File: src/rtl/fetch_unit_if.sv
// Fetch-stage port bundle: instruction-memory request/response, execute redirect and decode output.
interface fetch_unit_if #(
    parameter int DATA_WIDTH = 32
);
    logic                  imem_req_valid;
    logic                  imem_req_ready;
    logic [DATA_WIDTH-1:0] imem_req_addr;
    logic                  imem_rsp_valid;
    logic [31:0]           imem_rsp_data;
    logic                  redirect_valid;
    logic [DATA_WIDTH-1:0] redirect_pc;
    logic                  inst_valid;
    logic                  inst_ready;
    logic [31:0]           inst;
    logic [DATA_WIDTH-1:0] inst_pc;

    modport master (
        output imem_req_valid, imem_req_addr,
        input  imem_req_ready, imem_rsp_valid, imem_rsp_data,
        input  redirect_valid, redirect_pc,
        output inst_valid, inst, inst_pc,
        input  inst_ready
    );

    modport slave (
        input  imem_req_valid, imem_req_addr,
        output imem_req_ready, imem_rsp_valid, imem_rsp_data,
        output redirect_valid, redirect_pc,
        input  inst_valid, inst, inst_pc,
        output inst_ready
    );
endinterface

File: src/rtl/fetch_unit.sv
// Instruction fetch: PC, credit-limited imem requests, in-order response queue; FETCH_BYPASS_EN adds a response-to-decode bypass.
// Latency: response to inst_valid is 1 cycle (0 with FETCH_BYPASS_EN when the queue is empty).
// Backpressure: requests stop once queued + in-flight reach FIFO_DEPTH; responses are never stalled.
module fetch_unit #(
    parameter int                    DATA_WIDTH = 32,
    parameter logic [DATA_WIDTH-1:0] RESET_PC   = '0,
    parameter int                    FIFO_DEPTH = 2
) (
    input logic          clk,
    input logic          rst,
    fetch_unit_if.master bus
);
    localparam int PW = (FIFO_DEPTH > 1) ? $clog2(FIFO_DEPTH) : 1;
    localparam int CW = PW + 1;
    localparam logic [DATA_WIDTH-1:0] ALIGN_MASK = ~DATA_WIDTH'(3);

    typedef logic [PW-1:0] ptr_t;
    typedef logic [CW-1:0] cnt_t;

    logic [DATA_WIDTH-1:0] pc;
    cnt_t                  inflight, drop_cnt, q_cnt, inflight_next;
    ptr_t                  af_wr, af_rd, q_wr, q_rd;
    logic [DATA_WIDTH-1:0] af_mem [FIFO_DEPTH];
    logic [DATA_WIDTH-1:0] q_pc   [FIFO_DEPTH];
    logic [31:0]           q_inst [FIFO_DEPTH];

    logic                  q_empty, dropping, rsp_fire, byp, out_vld;
    logic                  q_pop, q_push, credit, req_vld, req_fire;
    logic [CW:0]           occupancy;
    logic [DATA_WIDTH-1:0] rsp_pc, out_pc;
    logic [31:0]           out_inst;

    always_comb begin
        q_empty  = (q_cnt == '0);
        dropping = (drop_cnt != '0);
        // A response with nothing tracked belongs to a pre-reset request and is ignored.
        rsp_fire = bus.imem_rsp_valid && (inflight != '0) && !rst;
        rsp_pc   = af_mem[af_rd];
`ifdef FETCH_BYPASS_EN
        byp = q_empty && !dropping && !bus.redirect_valid && rsp_fire;
`else
        byp = 1'b0;
`endif
        out_vld  = !rst && (!q_empty || byp);
        out_inst = '0;
        out_pc   = '0;
        if (!rst && !q_empty) begin
            out_inst = q_inst[q_rd];
            out_pc   = q_pc[q_rd];
        end else if (byp) begin
            out_inst = bus.imem_rsp_data;
            out_pc   = rsp_pc;
        end
        q_pop  = out_vld && bus.inst_ready && !q_empty;
        q_push = rsp_fire && !dropping && !bus.redirect_valid && !(byp && bus.inst_ready);

        // A same-cycle pop frees a slot early so single-cycle memory sustains one fetch per cycle.
        occupancy = {1'b0, inflight} + {1'b0, q_cnt} - {{CW{1'b0}}, q_pop};
        credit    = occupancy < (CW+1)'(FIFO_DEPTH);
        req_vld   = credit && !rst;
        req_fire  = req_vld && bus.imem_req_ready;
        inflight_next = inflight + cnt_t'(req_fire) - cnt_t'(rsp_fire);

        bus.imem_req_valid = req_vld;
        bus.imem_req_addr  = pc;
        bus.inst_valid     = out_vld;
        bus.inst           = out_inst;
        bus.inst_pc        = out_pc;
    end

    always_ff @(posedge clk) begin
        if (rst) begin
            pc       <= RESET_PC & ALIGN_MASK;
            inflight <= '0;
            drop_cnt <= '0;
            af_wr    <= '0;
            af_rd    <= '0;
            q_wr     <= '0;
            q_rd     <= '0;
            q_cnt    <= '0;
        end else begin
            inflight <= inflight_next;
            if (req_fire) af_wr <= af_wr + ptr_t'(1);
            // The address FIFO survives a redirect so stale responses still retire their entry.
            if (rsp_fire) af_rd <= af_rd + ptr_t'(1);
            if (bus.redirect_valid) begin
                pc       <= bus.redirect_pc & ALIGN_MASK;
                drop_cnt <= inflight_next;
                q_wr     <= '0;
                q_rd     <= '0;
                q_cnt    <= '0;
            end else begin
                if (req_fire) pc <= pc + DATA_WIDTH'(4);
                if (rsp_fire && dropping) drop_cnt <= drop_cnt - cnt_t'(1);
                if (q_push) q_wr <= q_wr + ptr_t'(1);
                if (q_pop)  q_rd <= q_rd + ptr_t'(1);
                q_cnt <= q_cnt + cnt_t'(q_push) - cnt_t'(q_pop);
            end
        end
    end

    always_ff @(posedge clk) begin
        if (req_fire) af_mem[af_wr] <= pc;
        if (q_push) begin
            q_pc[q_wr]   <= rsp_pc;
            q_inst[q_wr] <= bus.imem_rsp_data;
        end
    end
endmodule

File: src/flat_wrapper.sv
// flat-port wrapper written by rule: the top's interface ports become plain ports
module fetch_unit_flat 
#(
    parameter int                    DATA_WIDTH = 32,
    parameter logic [DATA_WIDTH-1:0] RESET_PC   = '0,
    parameter int                    FIFO_DEPTH = 2
)
  (clk, rst, bus_imem_req_valid, bus_imem_req_addr, bus_imem_req_ready, bus_imem_rsp_valid, bus_imem_rsp_data, bus_redirect_valid, bus_redirect_pc, bus_inst_valid, bus_inst, bus_inst_pc, bus_inst_ready);
  fetch_unit_if #(.DATA_WIDTH(DATA_WIDTH)) bus_i ();
  input logic clk;
  input logic rst;
  output wire logic [$bits(bus_i.imem_req_valid)-1:0] bus_imem_req_valid;
  output wire logic [$bits(bus_i.imem_req_addr)-1:0] bus_imem_req_addr;
  input wire logic [$bits(bus_i.imem_req_ready)-1:0] bus_imem_req_ready;
  input wire logic [$bits(bus_i.imem_rsp_valid)-1:0] bus_imem_rsp_valid;
  input wire logic [$bits(bus_i.imem_rsp_data)-1:0] bus_imem_rsp_data;
  input wire logic [$bits(bus_i.redirect_valid)-1:0] bus_redirect_valid;
  input wire logic [$bits(bus_i.redirect_pc)-1:0] bus_redirect_pc;
  output wire logic [$bits(bus_i.inst_valid)-1:0] bus_inst_valid;
  output wire logic [$bits(bus_i.inst)-1:0] bus_inst;
  output wire logic [$bits(bus_i.inst_pc)-1:0] bus_inst_pc;
  input wire logic [$bits(bus_i.inst_ready)-1:0] bus_inst_ready;
  assign bus_imem_req_valid = bus_i.imem_req_valid;
  assign bus_imem_req_addr = bus_i.imem_req_addr;
  assign bus_i.imem_req_ready = bus_imem_req_ready;
  assign bus_i.imem_rsp_valid = bus_imem_rsp_valid;
  assign bus_i.imem_rsp_data = bus_imem_rsp_data;
  assign bus_i.redirect_valid = bus_redirect_valid;
  assign bus_i.redirect_pc = bus_redirect_pc;
  assign bus_inst_valid = bus_i.inst_valid;
  assign bus_inst = bus_i.inst;
  assign bus_inst_pc = bus_i.inst_pc;
  assign bus_i.inst_ready = bus_inst_ready;
  fetch_unit #(.DATA_WIDTH(DATA_WIDTH), .RESET_PC(RESET_PC), .FIFO_DEPTH(FIFO_DEPTH)) u_core (.clk(clk), .rst(rst), .bus(bus_i));
endmodule
File: config.mk
export PLATFORM = sky130hd
export DESIGN_NAME = fetch_unit_flat
export DESIGN_NICKNAME = d
export VERILOG_FILES = /design/src/rtl/fetch_unit_if.sv /design/src/rtl/fetch_unit.sv /design/src/flat_wrapper.sv
export SDC_FILE = /design/constraint.sdc
export NUM_CORES = 1
export LEC_CHECK = 0
export BUFFER_PORTS_ARGS = -buffer_cell sky130_fd_sc_hd__buf_2
export CORE_MARGIN = 5
export CORE_UTILIZATION = 56
export DETAILED_ROUTE_END_ITERATION = 12
export HOLD_SLACK_MARGIN = 0.08
export PLACE_DENSITY = 0.8
export SLEW_MARGIN = 25
export SYNTH_ARGS = -nofsm -noshare
export SYNTH_HDL_FRONTEND = slang
export SYNTH_SLANG_ARGS = --single-unit
File: constraint.sdc
create_clock -name clk -period 6.5 [get_ports clk]
set_input_delay 1.3 -clock clk [delete_from_list [all_inputs] [get_ports clk]]
set_output_delay 1.3 -clock clk [all_outputs]
set_load 0.05 [all_outputs]
; Word level (Yosys, flattened, before mapping)
; Memories as Yosys holds them, arrays and structs flattened. A register that Yosys moved wholly into a read port is not among the register bits.
; Cells that the tools add are included.
[word_totals]
elab_cells = 61
out_inout_bits = 98
regBits = 42
mem_bits_rw = 192
n_memories = 3
[op_classes]
n_addsub = 12
n_lt_le_gt_ge = 1
muxes = 16
reduce_logical = 20
[mem_list]
columns = memory, words, word_bits, rd, rd_ports_with_merged_regs, wr, line_no
row1 = u_core.af_mem, 2, 32, 1, 1, 1, fetch_unit.sv:23  ; logic [DATA_WIDTH-1:0] af_mem [FIFO_DEPTH];
row2 = u_core.q_inst, 2, 32, 1, 1, 1, fetch_unit.sv:25  ; logic [31:0] q_inst [FIFO_DEPTH];
row3 = u_core.q_pc, 2, 32, 1, 1, 1, fetch_unit.sv:24  ; logic [DATA_WIDTH-1:0] q_pc [FIFO_DEPTH];
[ops]
columns = cell, count
row1 = $mux 32, 4
row2 = $add 32x3->32 const B, 1
row3 = $logic_and 1x1->1, 10
row4 = $mux 1, 10
row5 = $reduce_bool 2->1, 4
row6 = $add 1x1->1 const B, 4
row7 = $add 2x1->2, 2
row8 = $logic_not 1->1, 4
row9 = $mux 2, 2
row10 = $sub 2x1->2, 2
row11 = $add 2x2->3, 1
row12 = $lt 3x2->1 const B, 1
row13 = $sub 3x1->3, 1
row14 = $logic_not 2->1, 1
row15 = $reduce_or 2->1, 1
row16 = $sub 2x1->2 const B, 1

; Logic depth before layout (Yosys ltp)
; Gate-level depths: netlist of run 1.
[depth]
word_depth = 12
depth_mapped = 13
ltp_nobuf = 10

; Least setup slack after synthesis of run 1
; Ideal clock, no wire load.
[synth_path]
kind = input port to output port
from = in rst
to = out bus_imem_req_valid
cell_stages = 11
arrival_time_ps = 4364
slack_ps = 836
required_time_ps = 5200
path_buffers = 3
cell_sequence = clkbuf_1 -> o21bai_1 -> clkbuf_1 -> inv_1 -> and2_1 -> ha_1 -> nand2b_1 -> fa_1 -> xnor2_1 -> clkbuf_1 -> nor2_1
[synth_via]
elab_chain_len = 7
[synth_rtl]
columns = element, line_no
row1 = "start, declared", flat_wrapper.sv:11  ; input logic rst;
row2 = $logic_not 1->1, fetch_unit.sv:44  ; out_vld = !rst && (!q_empty || byp);
row3 = $logic_and 1x1->1, fetch_unit.sv:44
row4 = named net bus_inst_valid, flat_wrapper.sv:19  ; output wire logic [$bits(bus_i.inst_valid)-1:0] bus_inst_valid;
row5 = $logic_and 1x1->1 (2 in series), fetch_unit.sv:54  ; q_pop = out_vld && bus.inst_ready && !q_empty;
row6 = named net u_core.q_pop, fetch_unit.sv:28  ; logic q_pop, q_push, credit, req_vld, req_fire;
row7 = $sub 3x1->3, fetch_unit.sv:58  ; occupancy = {1'b0, inflight} + {1'b0, q_cnt} - {{CW{1'b0}}, q_pop};
row8 = $lt 3x2->1, fetch_unit.sv:59  ; credit = occupancy < (CW+1)'(FIFO_DEPTH);
row9 = $logic_and 1x1->1, fetch_unit.sv:60  ; req_vld = credit && !rst;
row10 = "end, declared", flat_wrapper.sv:12  ; output wire logic [$bits(bus_i.imem_req_valid)-1:0] bus_imem_req_valid;
; The timed path passes the listed nets, and every way through them passes these cells.

; Worst setup path after layout of run 1
[layout_path]
from = in rst
to = out bus_imem_req_valid
[layout_via]
elab_chain_len = 7
[layout_rtl]
columns = element, line_no
row1 = $logic_not 1->1, fetch_unit.sv:44
row2 = $logic_and 1x1->1, fetch_unit.sv:44
row3 = $logic_and 1x1->1 (2 in series), fetch_unit.sv:54
row4 = named net u_core.q_pop, fetch_unit.sv:28
row5 = $sub 3x1->3, fetch_unit.sv:58
row6 = $lt 3x2->1, fetch_unit.sv:59
row7 = $logic_and 1x1->1, fetch_unit.sv:60
; The timed path passes the listed nets, and every way through them passes these cells.

==> results of run 1 <==
==> cell families (layout without fill, tap and decap cells) <==
family	count (synthesis)	in the layout	share of synthesized area, %
multiplexers	93	93	10.31
other	1	4	0.03994
AND/OR/NAND/NOR	219	219	11.79
flip-flops	226	226	67.80
buffers and inverters	56	235	2.425
XOR/XNOR	18	18	1.679
AO/OA/AOI/OAI	60	60	4.798
adder cells (fa/ha/maj)	8	8	1.146
==> sequential cells by signal, indices dropped and copies added, names as in the netlist, named ones only <==
signal	flops
u_core.q_inst	64
u_core.af_rd	1
u_core.af_mem	60
u_core.q_pc	60
u_core.af_wr	1
u_core.q_wr	1
u_core.q_cnt	2
u_core.q_rd	1
u_core.inflight	2
u_core.bus.imem_req_addr	30
u_core.drop_cnt	2
==> metrics by stage <==
step,worst slack [ns],total power (W),hold WS [ns]
finish,1.899,0.003492,0.5188
global route,1.759,0.003622,0.5443
CTS,1.889,0.003515,0.5203
detailed placement,1.898,0.002190,0.5044
global placement,1.918,0.002167,0.4874
floorplan,0.8357,0.002051,0.4725
==> cell usage in the layout (no fill, tap or decap), types with 4 or more instances in the layout <==
cell / synthesis / routed
nor2_1: 99 / 97
mux2i_1: 63 / 63
clkinv_2: 0 / 4
buf_2: 2 / 161
nand4_1: 12 / 12
conb_1: 1 / 4
xnor2_1: 12 / 12
nor4_1: 7 / 7
or3_1: 6 / 6
or4_1: 4 / 4
edfxtp_1: 184 / 184
clkbuf_1: 30 / 5
and2_1: 6 / 5
mux2_2: 30 / 30
inv_1: 17 / 17
ha_1: 7 / 7
nand2_1: 19 / 19
clkbuf_16: 0 / 26
a211oi_1: 11 / 11
and3_1: 7 / 7
nor3_1: 18 / 18
a2111oi_0: 6 / 6
and4_1: 11 / 11
dfxtp_1: 42 / 41
o21ai_0: 8 / 8
nor2b_1: 5 / 5
xor2_1: 6 / 6
a311oi_1: 10 / 10
nand3_1: 10 / 10
buf_4: 4 / 13
==> power groups by stage <==
| stage | sequential (W) | combinational (W) | clock [W] |
|---|---|---|---|
| 3_5_place_dp | 0.00176 | 0.000426 | 0 |
| 5_1_grt | 0.00174 | 0.000463 | 0.00142 |
| 6_report | 0.00174 | 0.000427 | 0.00133 |
| 2_1_floorplan | 0.00180 | 0.000252 | 0 |
| 4_1_cts | 0.00173 | 0.000429 | 0.00135 |
| 3_3_place_gp | 0.00176 | 0.000408 | 0 |
==> per-layer routing <==
metal  vias up  GRT usage, %
li1       2893             -
met2       260         34.22
met4         0         6.179
met5         -             0
met3        44         4.460
met1      2895         26.15
==> worst max-delay path: cells and delay by family <==
family,cells,cell delay (ns)
adders and majority gates,2,0.81
and+or+nand+nor,4,0.58
buffers and inverters,3,0.44
AOI/OAI and AO/OA,1,0.16
==> cell usage after synthesis (3+ instances only) <==
cell type,n,area [sq um]
nand3_1,10,50.05
or3_1,6,37.54
inv_1,17,63.81
a31oi_1,3,18.77
clkbuf_1,30,112.6
nor2b_1,5,31.28
o31ai_1,3,22.52
edfxtp_1,184,5525
a211oi_1,11,82.58
buf_1,3,11.26
nor3b_1,3,22.52
ha_1,7,87.58
or4_1,4,30.03
nand4_1,12,75.07
a2111oi_0,6,52.55
nor3_1,18,90.09
a311oi_1,10,87.58
o21ai_0,8,40.04
nor2_1,99,371.6
mux2_2,30,337.8
nand2_1,19,71.32
buf_4,4,30.03
dfxtp_1,42,840.8
nor4_1,7,43.79
mux2i_1,63,630.6
and3_1,7,43.79
and4_1,11,96.34
xor2_1,6,52.55
and2_1,6,37.54
xnor2_1,12,105.1
a21oi_1,3,15.01
==> worst max-delay path by stage <==
stage / to / startpoint / cells after the start / slack (ns)
floorplan: bus_imem_req_valid / rst / 11 / 0.84
global placement: bus_imem_req_valid / rst / 10 / 1.92
detailed placement: bus_imem_req_valid / rst / 10 / 1.90
CTS: bus_imem_req_valid / rst / 10 / 1.89
global route: bus_imem_req_valid / rst / 10 / 1.76
finish: bus_imem_req_valid / rst / 10 / 1.90
==> cell type report <==
type	count	share of cell area, %
repair buffers	177	8.526
multi-input cells	402	25.07
flip-flops and latches	226	56.45
clock buffers	33	6.176
well taps	220	2.439
clock inverters	8	0.7761
inverters	17	0.5655
==> key figures, run 1 <==
Outcome
  • Status: finished clean

STA
  • Slew HR: 33.62%
  • Minimum clock period: between 4 and 5 ns
  • Pins over their slew limit: 0
  • Hold Vio Cnt, Final: 0
  • Max Clock Freq: roughly 220 MHz
  • RSZ-0062 raised after global routing: no
  • Slew @ Worst Pin: ~1 ns
  • Final TNS setup: 0 ns
  • Final setup vio count: 0
  • Tcrit/Tclk final: between 70% and 80%
  • Worst Clk Skew: 0.01658 ns

Routing
  • Per-cell routed wire length: ~18 um
  • Met1 wire length: slightly above 8000 um
  • Via-to-Cell Ratio: around 5.6
  • WL final: 19950 um
  • Total number of vias: 6092
  • Antenna viol nets, final: 0
  • Met3 WL post-DR: about 1600 um
  • Met2 wire len: 9737 um
  • Iteration-0 DRC Markers: between 300 and 400
  • Max Used Layer: met4
  • 1st-pass router iterations: 5
  • DR DRC count: 0

Placed design
  • Routability cong.: between 0.8 and 0.9
  • DP HPWL: between 10000 and 15000 um
  • Number of port buffers: 161
  • Inst Count DP: roughly 1000
  • Post-DP Area: approximately 0.010 sq mm

Worst setup path
  • CP required: about 5.2 ns
  • Crit path arrival time: 3.30 ns
  • Worst r2r path cells: 9
  • Kind of critical path: input pin to output pin
  • CP endpoint kind: output pin
  • Worst r2r src: u_core.q_cnt[1]
  • Largest stage delay on the critical path: 0.57 ns
  • R2r endpoint: u_core.af_mem[1][12]
  • Worst setup SP type: input pin
  • R2r setup slk: around 3.1 ns
  • Critical-path cell list: buf_2 > o21bai_4 > inv_1 > and2_1 > ha_1 > nand2b_1 > fa_1 > nand2b_1 > nor2_1 > buf_2
  • CP max-delay cell: fa_1
  • Crit path max fanout: 5

Layout
  • Fillers: between 1000 and 1500
  • Share of layout cells above drive strength 1: about 29%
  • Layout Cells excl Fill: between 1000 and 1500
  • ANT cells: 0
  • Register area: 0.006370 sq mm
  • Final design area excluding fillers: approximately 0.011 sq mm
  • Final core occ: 68.29%
  • Multi-input logic area: around 0.0028 sq mm
  • Area delta synth->final: 20.19%
  • Fin nets: approximately 900

Yosys
  • Number of synthesized flops with an enable pin: between 150 and 200
  • Distinct cells, synth: 56
  • Post-synthesis register bit count: between 200 and 250
  • Mapped Avg Cell Area: between 10 and 15 sq um
  • Async SR Flop Fraction: 0%
  • Seq/Total Area, Yosys: 67.80%
  • Warnings, synthesis: 0
  • Ys flop type: edfxtp_1
  • Mapped Area: 0.009389 sq mm
  • Cell count after synthesis: a little under 700

Hold path
  • WHS Path Cells: 2
  • Hold Path Origin: u_core.af_rd
  • Hold WC Path Type: flop to flop

Job
  • # Max-Cap Violations: 0

Floorplan
  • Core footprint: 0.01652 sq mm
  • Standard-cell rows: between 40 and 50
  • Initial Utilization: 56.82%
  • Die area: around 0.02 sq mm
  • Die width: roughly 140 um
  • Chip height: about 140 um
  • I/O pin cnt: between 150 and 200

Power
  • Leak Pwr: slightly above 4 nW
  • Net Switching: 0.0008315 W
  • Sw Ratio: a little under a quarter
  • Clock power frac: a little under two fifths
  • Comb power frac: approximately an eighth
  • Worst VDD drop: roughly 0.00017 V
  • Reg power frac: 49.7%
  • P per Cell Area: 309.4 mW/mm^2
  • P_int: ~0.0027 W

Global route
  • Total GRT Usage: 20.17%
  • Total grt overflow: 0
  • Number of global-route vias before repair: between 6000 and 7000
  • First-pass GRT wire length: approximately 32000 um
  • Initial antenna violation count: 0
  • Largest net degree at the start of global routing: 63

Clock tree
  • Post-CTS sizing: 0
  • CTS tree: done
  • Cts bufs inserted: 23
  • Root buf cell: clkbuf_16
  • CTS clk-pin slew, worst paths: 0.05 ns
  • CTS H-tree depth: 1
  • Clk_lat worst skew: approximately 0.5 ns
  • Worst-case clock buffer depth: 3
  • Number of post-CTS setup repair buffers: 0
  • # hold bufs at CTS: 0
  • # clock sinks: ~230
No activity file was read; power rests on OpenSTA's default activity.
==> inputs of run 2 (changes only) <==
ABC_AREA = 1   (was unset)
clock period = 4.7 ns   (was 6.5 ns; I/O delays follow)
==> run 2 against run 1 <==
Synthesized cell count up 31%. Core utilization down 0.89 points. Largest cell class unchanged. Global-route usage up 0.50 points. Sequential share of layout area down 2.0 points.
==> key figures, run 2 <==
Outcome
  • Status: finished clean

STA
  • Slew @ Worst Pin: 0.8886 ns (-0.1072 ns)
  • Max Clock Freq: around 260 MHz
  • Worst Clk Skew: 0.02290 ns (+0.006320 ns)
  • Minimum clock period: between 3 and 4 ns
  • Slew HR: 40.76% (+7.1 points)
  • Pins over their slew limit: 0 (unchanged)
  • Final setup vio count: 0 (unchanged)
  • RSZ-0062 raised after global routing: no
  • Tcrit/Tclk final: about 81%
  • Final TNS setup: 0 ns (unchanged)
  • Hold Vio Cnt, Final: 0 (unchanged)

Worst setup path
  • CP endpoint kind: output pin
  • R2r endpoint: u_core.bus.imem_req_addr[14]
  • Crit path arrival time: 2.86 ns (-0.44 ns)
  • Worst r2r src: u_core.q_cnt[1]
  • Kind of critical path: input pin to output pin
  • Largest stage delay on the critical path: 0.50 ns (-0.07 ns)
  • CP top delay family: adder cells
  • Buf/Inv on CP: 4 (+1)
  • Worst setup SP type: input pin
  • R2r setup slk: 1.37 ns (-1.72 ns)
  • Crit path max fanout: 2 (-3)
  • CP required: 3.76 ns (-1.44 ns)
  • CP max-delay cell: fa_1
  • Critical-path cell list: buf_2 > a21oi_4 > nand2_1 > inv_1 > ha_1 > or2_2 > fa_1 > and3_1 > nand2_1 > inv_1 > buf_2
  • Worst r2r path cells: 18 (+9)

Floorplan
  • Standard-cell rows: 48 (+2.1%)
  • Die width: 143.3 um (+2.8%)
  • Chip height: 143.3 um (+2.8%)
  • Die area: 0.02055 sq mm (+5.6%)
  • Initial Utilization: 57.37% (+0.55 points)
  • I/O pin cnt: 168 (unchanged)
  • Core footprint: 0.01736 sq mm (+5.0%)

Placed design
  • DP HPWL: 14180 um (+5.9%)
  • Number of port buffers: 161 (unchanged)
  • Routability cong.: 0.9129 (+3.0%)
  • Inst Count DP: 1258 (+21%)

Yosys
  • Post-Synth XOR/XNOR Area: 1.495% (-0.18 points)
  • Post-synthesis register bit count: 226 (unchanged)
  • Ys flop type: edfxtp_1
  • Async SR Flop Fraction: 0% (unchanged)
  • Yosys top cell by area: edfxtp_1
  • Most area-consuming cells after synthesis: edfxtp_1, mux2_2, dfxtp_1
  • Compound-Gate Fraction of Synth Area: 3.192% (-1.6 points)
  • Most used standard cell by instance count after synthesis: nand2_1
  • Seq/Total Area, Yosys: 63.94% (-3.9 points)
  • Post-synth top cells: nand2_1, edfxtp_1, inv_1
  • Cell count after synthesis: 889 (+31%)
  • Mapped Area: 0.009957 sq mm (+6.1%)
  • Post-synthesis mux area share: 10.40% (+0.090 points)
  • Mapped Avg Cell Area: 11.20 sq um (-19%)
  • Simple-gate share of the synthesized area: 13.18% (+1.4 points)
  • Largest family of logic cells by synthesized area: simple AND/OR/NAND/NOR gates
  • Area share of the largest cell type after synthesis: 55.49% (-3.4 points)
  • Number of synthesized flops with an enable pin: 184 (unchanged)
  • Warnings, synthesis: 0 (unchanged)
  • Synth Area in Adders: 1.081% (-0.065 points)
  • Distinct cells, synth: 30 (-46%)

Global route
  • Initial antenna violation count: 0 (unchanged)
  • Largest net degree at the start of global routing: 64 (+1.6%)
  • Total grt overflow: 0 (unchanged)
  • First-pass GRT wire length: 33600 um (+5.2%)
  • Number of global-route vias before repair: 6661 (+8.1%)
  • Total GRT Usage: 20.66% (+0.50 points)

Layout
  • Register with the most flip-flops: u_core.q_inst
  • Register area: 0.006367 sq mm (about the same)
  • Share of layout cells above drive strength 1: 29.12% (+0.38 points)
  • Multi-input logic area: 0.002965 sq mm (+4.8%)
  • Layout Cells excl Fill: 1300 (+20%)
  • Most frequent cells in the layout: nand2_1, edfxtp_1, buf_2
  • ANT cells: 0 (unchanged)
  • Fin nets: 1136 (+23%)
  • Commonest non-fill, non-tap cell in the layout: nand2_1
  • Top flop regs: u_core.q_inst: 64 flops, u_core.af_mem: 60 flops, u_core.q_pc: 60 flops
  • Fillers: 1316 (+12%)
  • Max reg flops: 64 (unchanged)
  • Area delta synth->final: 17.49%

Clock tree
  • # clock sinks: 226 (unchanged)
  • Post-CTS sizing: 0 (unchanged)
  • # hold bufs at CTS: 0 (unchanged)
  • Worst-case clock buffer depth: 3 (unchanged)
  • Number of post-CTS setup repair buffers: 0 (unchanged)
  • CTS tree: done
  • CTS clk-pin slew, worst paths: 0.06 ns (about the same)
  • Cts bufs inserted: 23 (unchanged)
  • Root buf cell: clkbuf_16
  • Clk_lat worst skew: 0.52 ns (+0.02 ns)
  • CTS H-tree depth: 1 (unchanged)

Power
  • Leak Pwr: 5.008 nW (+21%)
  • Worst VDD drop: 0.0003231 V (+87%)
  • P per Cell Area: 411.9 mW/mm^2 (+33%)

Routing
  • Per-cell routed wire length: 16.28 um (-12%)
  • WL final: 21170 um (+6.1%)
  • Total number of vias: 6618 (+8.6%)
  • 1st-pass router iterations: 4 (-1)
  • DR DRC count: 0 (unchanged)
  • Iteration-0 DRC Markers: 435 (+26%)
  • Antenna viol nets, final: 0 (unchanged)
  • Via-to-Cell Ratio: 5.091 (-9.5%)

Hold path
  • Hold WC Path Type: flop to flop
  • Hold Path Origin: u_core.af_rd
  • WHS Path Cells: 2 (unchanged)

Job
  • # Max-Cap Violations: 0 (unchanged)
run 2: cell count changes in the layout (fill, tap and decap cells not counted), sizes merged, moves of 11 or more:
cell / previous run / this run
nand2: 19 / 214
inv: 17 / 131
mux2i: 63 / 0
mux2: 30 / 92
nor2: 99 / 71
a21oi: 3 / 26
o21ai: 8 / 28
nand3: 10 / 29
nor3: 18 / 1
nand4: 13 / 1
a211oi: 11 / 0
and4: 11 / 0
run 2: final cells by class:
cell class,instances,area share [%]
Clock buffer,33,5.412
Tap cell,225,2.406
Multi-Input combinational cell,503,25.35
Clock inverter,9,0.5134
Timing Repair Buffer,174,7.722
Inverter,130,4.171
Sequential cell,226,54.43
run 2: routing by layer:
layer / wire length (um) / track usage, % / vias up
met5: 0 / 0 / -
met4: 624 / 7.334 / 0
met3: 1365 / 3.661 / 36
met2: 10550 / 35.86 / 202
met1: 8631 / 26.31 / 3112
li1: - / - / 3268
run 2: how the worst max path moves through the flow:
stage / start / endpoint / depth (start not counted)
2_1_floorplan: rst / u_core.af_mem[0][10] / 12
3_3_place_gp: rst / u_core.bus.imem_req_addr[14] / 18
3_5_place_dp: rst / u_core.bus.imem_req_addr[14] / 18
4_1_cts: rst / bus_imem_req_valid / 11
5_1_grt: rst / bus_imem_req_valid / 11
6_report: rst / bus_imem_req_valid / 11
run 2: report_power, final:
group          switching, W  leakage (nW)  internal [W]  total [W]
logic              0.000464          2.64      0.000248   0.000712
registers         0.0000707          2.02       0.00238    0.00245
clock network      0.000712         0.339      0.000945    0.00166
run 2: kinds of logic after synthesis:
logic type,Yosys count
multiplexers,92
XOR/XNOR,17
AO/OA/AOI/OAI,61
flip-flops,226
adder cells (fa/ha/maj),8
other,1
buffers and inverters,163
AND/OR/NAND/NOR,321
run 2: through the flow:
stage	total power [W]	hold slack (ns)	worst slack, ns	util, %	instance area, sq um
2_1_floorplan	0.002999	0.4592	0.1048	-	9968
6_report	0.004819	0.5169	0.9024	67.40	11700
3_5_place_dp	0.003202	0.4960	0.7983	63.41	11010
3_3_place_gp	0.003166	0.4844	0.8384	63.41	11010
5_1_grt	0.005039	0.5497	0.7891	67.40	11700
4_1_cts	0.004864	0.5119	0.8981	67.40	11700
run 2: worst reg2reg max path, stage by stage, from the launching register on:
cell and delay (ns):
dfxtp_1 0.36, inv_1 0.10, a21oi_4 0.13, nand2_1 0.09
inv_1 0.09, ha_1 0.22, or2_2 0.30, fa_1 0.50
inv_1 0.07, nor2_4 0.08, nand4_2 0.07, buf_4 0.20
nand2_1 0.08, buf_4 0.25, clkinv_1 0.34, nand2_1 0.14
nand2_1 0.06, a21oi_1 0.11, nor2_1 0.05
==> inputs of run 3 (changes only) <==
CORE_UTILIZATION = 51   (was 56)
PLACE_DENSITY = 0.76   (was 0.8)
clock period = 3.1 ns   (was 4.7 ns; I/O delays follow)
==> run 3 against run 2 <==
Cell area is 4.7% higher. Critical path type is now flop to output pin. Core utilization is 4.0 points lower. Routed wire length is 2.5% higher. Largest cell class unchanged. The flow now finishes with violations (negative setup slack).
==> key figures, run 3 (synthesis results as in run 2) <==
Clock tree
  • Clk_lat worst skew: 0.49 ns (-0.03 ns)
  • Cts bufs inserted: 23 (unchanged)
  • # clock sinks: 226 (unchanged)
  • CTS clk-pin slew, worst paths: 0.07 ns (about the same)
  • Root buf cell: clkbuf_16
  • # hold bufs at CTS: 0 (unchanged)
  • Worst-case clock buffer depth: 3 (unchanged)
  • CTS tree: done
  • CTS H-tree depth: 1 (unchanged)

Worst setup path
  • Largest stage delay on the critical path: 0.52 ns (+0.02 ns)
  • Critical-path cell list: inv_2 > a21oi_4 > nand2_2 > inv_2 > ha_4 > or2_4 > fa_1 > and3_1 > nand2_2 > clkinvlp_4 > buf_8
  • Crit path arrival time: 2.56 ns (-0.30 ns)
  • CP required: 2.48 ns (-1.28 ns)
  • Worst r2r path cells: 23 (+5)
  • CP max-delay cell: fa_1
  • Worst setup SP type: flop
  • Kind of critical path: flop to output pin
  • CP endpoint kind: output pin
  • Crit path max fanout: 3 (+1)

Power
  • Reg power frac: 47.8% (-3.0 points)
  • P_int: 0.005842 W (+64%)
  • Clock power frac: 36.9% (+2.5 points)
  • Comb power frac: 15.2% (+0.4 points)
  • Sw Ratio: 24.76% (-1.1 points)
  • P per Cell Area: 633.8 mW/mm^2 (+54%)
  • Worst VDD drop: 0.0004033 V (+25%)
  • Leak Pwr: 5.232 nW (+4.5%)
  • Net Switching: 0.001923 W (+54%)

STA
  • Minimum clock period: 3.184 ns
  • Final worst setup slack: -0.08401 ns (-0.9864 ns)
  • Final setup vio count: 1 (+1)
  • Slew @ Worst Pin: 0.7311 ns (-0.1575 ns)
  • Final TNS setup: -0.08401 ns (-0.08401 ns)
  • Pins over their slew limit: 0 (unchanged)
  • Tcrit/Tclk final: 102.7%
  • Max Clock Freq: 314.1 MHz
  • Slew HR: 51.26% (+10 points)
  • Hold Vio Cnt, Final: 0 (unchanged)
  • WHS: 0.3161 ns (-0.2009 ns)
  • Worst Clk Skew: 0.01623 ns (-0.006675 ns)
  • RSZ-0062 raised after global routing: yes

Global route
  • Largest net degree at the start of global routing: 64 (unchanged)
  • Number of global-route vias before repair: 6635 (-0.39%)
  • Initial antenna violation count: 0 (unchanged)
  • Total GRT Usage: 19.19% (-1.5 points)
  • First-pass GRT wire length: 33870 um (+0.80%)
  • Total grt overflow: 0 (unchanged)

Layout
  • Layout Cells excl Fill: 1370 (+5.4%)
  • Register area: 0.006369 sq mm (about the same)
  • Max reg flops: 64 (unchanged)
  • Share of layout cells above drive strength 1: 32.85% (+3.7 points)
  • Top flop regs: u_core.q_inst: 64 flops, u_core.af_mem: 60 flops, u_core.q_pc: 60 flops
  • Area delta synth->final: 23.05%
  • Multi-input logic area: 0.003003 sq mm (+1.3%)
  • Most frequent cells in the layout: nand2_1, edfxtp_1, buf_2
  • ANT cells: 0 (unchanged)
  • Final core occ: 63.37% (-4.0 points)
  • Fin nets: 1168 (+2.8%)
  • Register with the most flip-flops: u_core.q_inst
  • Commonest non-fill, non-tap cell in the layout: nand2_1
  • Fillers: 1510 (+15%)

Routing
  • Antenna viol nets, final: 0 (unchanged)
  • DR DRC count: 0 (unchanged)
  • Iteration-0 DRC Markers: 441 (+1.4%)
  • Total number of vias: 6736 (+1.8%)
  • 1st-pass router iterations: 5 (+1)
  • Per-cell routed wire length: 15.84 um (-2.7%)
  • Via-to-Cell Ratio: 4.917 (-3.4%)
  • WL final: 21700 um (+2.5%)

Placed design
  • Inst Count DP: 1306 (+3.8%)
  • Number of port buffers: 161 (unchanged)
  • DP HPWL: 14110 um (-0.52%)
  • Routability cong.: 0.8954 (-1.9%)

Job
  • # Max-Cap Violations: 0 (unchanged)

Hold path
  • WHS Path Cells: 1 (-1)
  • Hold WC Path Type: input pin to flop

Floorplan
  • Die area: 0.02242 sq mm (+9.1%)
  • Chip height: 149.7 um (+4.5%)
  • Standard-cell rows: 51 (+6.3%)
  • I/O pin cnt: 168 (unchanged)
  • Core footprint: 0.01933 sq mm (+11%)
  • Die width: 149.7 um (+4.5%)
  • Initial Utilization: 51.50% (-5.9 points)

Outcome
  • Failing checks: negative setup slack
  • Status: finished, violations left
run 3: cell type report:
cell class / instances / area share (%)
well taps: 265 / 2.706
inverters: 130 / 4.013
flip-flops and latches: 226 / 51.98
clock inverters: 12 / 1.348
multi-input cells: 503 / 24.51
clock buffers: 28 / 5.178
repair buffers: 206 / 10.26
run 3: routing by layer:
layer | vias up | track usage (%) | part of all wire [%]
met2 | 245 | 33.98 | 51
li1 | 3326 | - | -
met3 | 47 | 3.210 | 6.9
met1 | 3118 | 23.56 | 39
met5 | - | 0 | 0
met4 | 0 | 7.411 | 3.1
run 3: timing repair:
action	CTS	global route
pin swaps	6	8
setup endpoints to repair	1	3
gates resized for setup	8	1
buffers inserted	22	4
run 3: worst paths after layout:
| path | to | startpoint | slack, ns |
|---|---|---|---|
| worst min register to register | u_core.af_mem[1][11] | u_core.bus.imem_req_addr[11] | 0.53 |
| worst max register to register | u_core.q_rd | u_core.q_cnt[0] | 0.05 |
| worst max-delay path | bus_imem_req_valid | u_core.q_cnt[0] | -0.08 |
| worst min-delay path | u_core.q_inst[1][8] | bus_imem_rsp_data[8] | 0.32 |
run 3: stage by stage:
stage	power, W	worst slack [ns]	area [sq um]
4_1_cts	0.007808	-0.07524	12230
2_1_floorplan	0.004566	-0.1991	10030
3_3_place_gp	0.004865	-0.02347	11240
6_report	0.007766	-0.08401	12250
3_5_place_dp	0.004912	-0.02635	11240
5_1_grt	0.008076	-0.1917	12250
run 3: worst max-delay path: cells and delay by family (launching register included):
family / cells / cell delay (ns)
DFF: 1 / 0.32
buffers and inverters: 4 / 0.34
adders and majority gates: 2 / 0.71
and+or+nand+nor: 4 / 0.53
AOI/OAI and AO/OA: 1 / 0.15
run 3: power groups by stage:
stage          registers (W)  clock network [W]  logic [W]
2_1_floorplan        0.00385                  0   0.000711
3_3_place_gp         0.00376                  0    0.00110
3_5_place_dp         0.00378                  0    0.00113
4_1_cts              0.00372            0.00292    0.00117
5_1_grt              0.00373            0.00305    0.00129
6_report             0.00372            0.00287    0.00118
